**config.mk**
```make
export PLATFORM = sky130hd
export DESIGN_NAME = shift_add_multiplier
export DESIGN_NICKNAME = d
export VERILOG_FILES = /design/src/rtl/basics_pkg.sv /design/src/rtl/adder_8bit.sv /design/src/rtl/shift_add_multiplier.sv
export SDC_FILE = /design/constraint.sdc
export NUM_CORES = 1
export LEC_CHECK = 0
export CAP_MARGIN = 5
export CORE_MARGIN = 10
export CORE_UTILIZATION = 27
export DETAILED_ROUTE_END_ITERATION = 8
export SYNTH_ARGS = -nofsm -noshare
export SYNTH_HDL_FRONTEND = slang
export SYNTH_SLANG_ARGS = --single-unit
```
**constraint.sdc**
```tcl
create_clock -name clk -period 9.9 [get_ports clk]
set_input_delay 1.98 -clock clk [delete_from_list [all_inputs] [get_ports clk]]
set_output_delay 1.98 -clock clk [all_outputs]
set_load 0.03 [all_outputs]
```
**src/rtl/basics_pkg.sv**
```systemverilog
// Shared types for the basics arithmetic library.
// Holds the state encoding used by the sequential multiplier.
package basics_pkg;

    typedef enum logic [1:0] {
        MUL_IDLE,
        MUL_BUSY,
        MUL_DONE
    } mul_state_t;

endpackage

```
**src/rtl/adder_8bit.sv**
```systemverilog
// Combinational ripple-carry adder: {carry_out, sum} = a + b + carry_in.
// Built from explicit full-adder equations so the multiplier owns no '+' on its datapath.
module adder_8bit #(
    parameter int WIDTH = 8
) (
    input  logic [WIDTH-1:0] a,
    input  logic [WIDTH-1:0] b,
    input  logic             carry_in,
    output logic [WIDTH-1:0] sum,
    output logic             carry_out
);

    logic w_c;

    // NOTE: every signal written in always_comb gets a value on every path, so no latch is inferred.
    always_comb begin
        w_c = carry_in;
        sum = '0;
        for (int i = 0; i < WIDTH; i++) begin
            sum[i] = a[i] ^ b[i] ^ w_c;
            w_c    = (a[i] & b[i]) | (w_c & (a[i] ^ b[i]));
        end
        carry_out = w_c;
    end

endmodule

```
**src/rtl/shift_add_multiplier.sv**
```systemverilog
// Sequential unsigned WIDTH x WIDTH shift-and-add multiplier with valid/ready on both sides.
// One product bit per cycle through a single adder; product = {acc_hi, acc_lo}.
module shift_add_multiplier
    import basics_pkg::*;
#(
    parameter int WIDTH = 8
) (
    input  logic               clk,
    input  logic               rst,
    input  logic               in_valid,
    output logic               in_ready,
    input  logic [WIDTH-1:0]   a,
    input  logic [WIDTH-1:0]   b,
    output logic               out_valid,
    input  logic               out_ready,
    output logic [2*WIDTH-1:0] product,
    output logic               busy
);

    localparam int CNT_W = $clog2(WIDTH);

    mul_state_t       r_state;
    mul_state_t       w_state_next;
    logic [WIDTH-1:0] r_mcand;
    logic [WIDTH-1:0] r_acc_hi;
    logic [WIDTH-1:0] r_acc_lo;
    logic [CNT_W-1:0] r_cnt;
    logic             r_in_ready;
    logic             r_out_valid;
    logic             r_busy;

    logic [WIDTH-1:0] w_addend;
    logic [WIDTH-1:0] w_sum;
    logic             w_cout;
    logic             w_last_step;

    adder_8bit #(.WIDTH(WIDTH)) u_adder (
        .a         (r_acc_hi),
        .b         (w_addend),
        .carry_in  (1'b0),
        .sum       (w_sum),
        .carry_out (w_cout)
    );

    assign w_last_step = (r_cnt == CNT_W'(WIDTH - 1));

    always_comb begin
        w_addend     = r_acc_lo[0] ? r_mcand : '0;
        w_state_next = r_state;
        case (r_state)
            MUL_IDLE: if (in_valid)   w_state_next = MUL_BUSY;
            MUL_BUSY: if (w_last_step) w_state_next = MUL_DONE;
            MUL_DONE: if (out_ready)  w_state_next = MUL_IDLE;
            default:                  w_state_next = MUL_IDLE;
        endcase
    end

    // NOTE: sequential state uses non-blocking assignments so every register sees pre-edge values.
    always_ff @(posedge clk) begin
        if (rst) begin
            r_state     <= MUL_IDLE;
            r_mcand     <= '0;
            r_acc_hi    <= '0;
            r_acc_lo    <= '0;
            r_cnt       <= '0;
            r_in_ready  <= 1'b1;
            r_out_valid <= 1'b0;
            r_busy      <= 1'b0;
        end else begin
            r_state     <= w_state_next;
            r_in_ready  <= (w_state_next == MUL_IDLE);
            r_out_valid <= (w_state_next == MUL_DONE);
            r_busy      <= (w_state_next == MUL_BUSY);
            case (r_state)
                MUL_IDLE: begin
                    if (in_valid && r_in_ready) begin
                        r_mcand  <= a;
                        r_acc_hi <= '0;
                        r_acc_lo <= b;
                        r_cnt    <= '0;
                    end
                end
                MUL_BUSY: begin
                    // Shift {carry, sum, acc_lo} right by one; the carry lands in acc_hi's MSB.
                    r_acc_hi <= {w_cout, w_sum[WIDTH-1:1]};
                    r_acc_lo <= {w_sum[0], r_acc_lo[WIDTH-1:1]};
                    r_cnt    <= r_cnt + CNT_W'(1);
                end
                default: ;
            endcase
        end
    end

    assign in_ready  = r_in_ready;
    assign out_valid = r_out_valid;
    assign busy      = r_busy;
    assign product   = {r_acc_hi, r_acc_lo};

endmodule

```
==> reports/qor.yml <==
finish:
  final_cell_area_sq_um: 1960
  finalNonFillerCells: 260
  area_growth_pct: 35.6
  drive_above_1_share_pct: 4.74
  antennaDiodeCount: 0
  fillers: 559
  nets: 219
worst_setup_path:
  startpoint_type: "flop"
  r2r_end: "r_acc_hi[6]$_SDFFE_PP0P_"
  rr_startpoint: "r_acc_lo[0]$_SDFFE_PP0P_"
  critPathSlowestCell: "dfxtp_1"
  critPathMaxFanout: 10
  cpPeakStageDelay_ns: 0.53
  path_cells: "and2_1, ha_1, inv_1, fa_1, fa_1, fa_1, fa_1, fa_1, inv_1, fa_1, inv_1, fa_1, o2bb2ai_1"
  worst-setup-path-type: "reg2reg"
  worst_setup_path_end_kind: "flop"
  crit_arrival_ns: 3.93
  rr_worst_depth: 13
  cp.required_ns: 10.07
  rrSetupSlack_ns: 6.14
  cpMostUsedCell: "fa_1"
routing:
  drt_iter0_drc: 81
  drc_errors: 0
  vias_per_cell: 4.49
  antenna_left: 0
  drt-pass1-iter-count: 4
  vias: 1167
  drt-wirelength-per-cell_um: 13.6
  drt-total-wl_um: 3530
sta:
  finalWorstSetupSlack_ns: 6.14
  rsz0062_at_grt: "false"
  period_minus_slack_ns: 3.76
  tns_ns: 0
  clock_skew_ns: 0.00772
  tightestPinTransition_ns: 0.906
  max_freq_ghz: 0.266
  slew_viol_final: 0
  slew_headroom_pct: 39.4
  finalSetupViolCount: 0
  hold_viol: 0
  finalCritPeriodShare_pct: 38.0
logic_synthesis:
  synth_seq_cells: 32
  netlist-cell-type-count: 27
  synth-simple-area-share_pct: 20.8
  synthCells: 153
  yosysWarnings: 0
  synth_compound_area_share_pct: 15.9
  synth-xor-area-share_pct: 0
  synth_area_sq_um: 1440
  synth_mux_area_share_pct: 0
  synth.most_common_cell: "nand2_1"
  synth.avg_cell_area_sq_um: 9.44
  synthAdderAreaFrac_pct: 12.3
  ys_top_cells_by_count: "39 x nand2_1, 32 x dfxtp_1, 11 x a21oi_1"
  synth_top_area_share_pct: 44.4
  synth-seq-area-share_pct: 44.4
  synth-edff-count: 0
  async_reset_ff_share_pct: 0
  synth_top_family_by_area: "simple AND/OR/NAND/NOR gates"
  syn_nets: 183
  netlist_top_cells_area: "dfxtp_1 44%, nand2_1 10%, fa_1 9.7%"
  yosysTopAreaCell: "dfxtp_1"
  synthFlopType: "dfxtp_1"
floorplan:
  core-area_sq_um: 5140
  dieArea_sq_um: 8670
  initial_core_util_pct: 28.1
  pin_count: 39
  rows: 26
  die_w_um: 93.1
  fp.dieH_um: 93.1
place:
  dp_hpwl_um: 2550
  dp.cells: 252
  gp_congestion: 0.710
  io_buffer_count: 38
  dpl_cell_area_sq_um: 1850
  place_ws_ns: 6.08
cts:
  clk_pin_slew_ns: 0.07
  hold_buffers: 0
  h-tree-depth: 2
  cts_resized: 0
  clock_latency_ns: 0.28
  cts.sinks: 32
  cts_buffers: 5
  cts-root-buf: "clkbuf_8"
  cts_setup_buffers: 0
  tritoncts: "done"
  clk_path_buf_depth: 2
global_route:
  grt_pass1_vias: 1178
  antenna_found_initial: 0
  grt_pass1_wl_um: 6020
  grt_overflow_total: 0
  track_usage_pct: 8.83
  grt_start_max_net_pins: 25
hold_path:
  holdPathEnd: "r_mcand[6]$_SDFFE_PP0P_"
  hold_start: "r_mcand[6]$_SDFFE_PP0P_"
  min_path_cells: 2
  hp-class: "reg2reg"
power:
  power_mw: 0.310
  ir_drop_mv: 0.0731
  leakagePower_nw: 0.667
  power.density_nw_per_um2: 158
run:
  maxCapViolations: 0
status:
  outcome: "finished clean"
## per-stage QoR
step                hold slack [ns]  util [%]
floorplan                     0.432         -
global placement              0.441      36.0
detailed placement            0.447      36.0
CTS                           0.456      38.1
global route                  0.479      38.1
finish                        0.453      38.1
## area by class of cell
type                    instances  area, sq um  area share [%]
repair buffers                 38          380            19.4
clock inverters                 2         35.0            1.79
well taps                      70         87.6            4.47
multi-input cells             103          708            36.2
flip-flops and latches         32          641            32.7
clock buffers                   6         72.6            3.71
inverters                       9         33.8            1.73
## layout by cell type (no fill, tap or decap), types with 2 or more instances in the layout
master           count
clkdlybuf4s50_1     38
nor3_1               8
a2111oi_0            2
dfxtp_1             32
fa_1                 7
nor2_1               3
nand2_1             39
a311oi_1             8
or2b_1               2
and2_1               2
a22o_1               3
a21oi_1             11
ha_1                 3
clkbuf_8             5
inv_1                9
o2bb2ai_1            7
## report_power, final
group	leakage, nW	total, mW	switching [mW]	internal, mW
clock	0.0552	0.123	0.0481	0.0746
sequential	0.262	0.141	0.00560	0.136
combinational	0.350	0.0462	0.0256	0.0207
## layer usage
layer | GRT usage (%) | vias up | part of all wire, %
li1 | - | 604 | -
met1 | 10.8 | 533 | 47
met2 | 13.1 | 24 | 46
met3 | 4.32 | 6 | 6.3
met4 | 3.08 | 0 | 1.3
met5 | 0 | - | 0
## kinds of logic after synthesis
logic type	count (synthesis)
AO/OA/AOI/OAI	31
adder cells (fa/ha/maj)	10
buffers and inverters	18
flip-flops	32
AND/OR/NAND/NOR	62
## worst max-delay path by stage
stage | startpoint | to | slack (ns)
final | r_acc_lo[0]$_SDFFE_PP0P_ | r_acc_hi[6]$_SDFFE_PP0P_ | 6.14
after global routing | r_acc_lo[0]$_SDFFE_PP0P_ | r_acc_hi[6]$_SDFFE_PP0P_ | 5.98
after CTS | r_acc_lo[0]$_SDFFE_PP0P_ | r_acc_hi[6]$_SDFFE_PP0P_ | 6.13
after detailed placement | rst | r_acc_hi[5]$_SDFFE_PP0P_ | 6.08
after global placement | rst | r_cnt[2]$_SDFFE_PP0P_ | 6.13
after floorplan | r_acc_lo[0]$_SDFFE_PP0P_ | r_acc_hi[6]$_SDFFE_PP0P_ | 6.08
## sequential cells by signal, summed over array words and instances (netlist names)
register,flops
in_ready,1
busy,1
r_state,2
r_acc_lo,8
r_acc_hi,8
r_mcand,8
out_valid,1
r_cnt,3
## critical path: cells and delay by family (launching register included)
| kind | cells | cell delay (ns) |
|---|---|---|
| AND/OR/NAND/NOR | 1 | 0.18 |
| buffers and inverters | 3 | 0.16 |
| AO/OA/AOI/OAI | 1 | 0.06 |
| flip-flops | 1 | 0.53 |
| adder cells (fa/ha/maj) | 8 | 2.71 |
No activity file was read; power rests on OpenSTA's default activity.
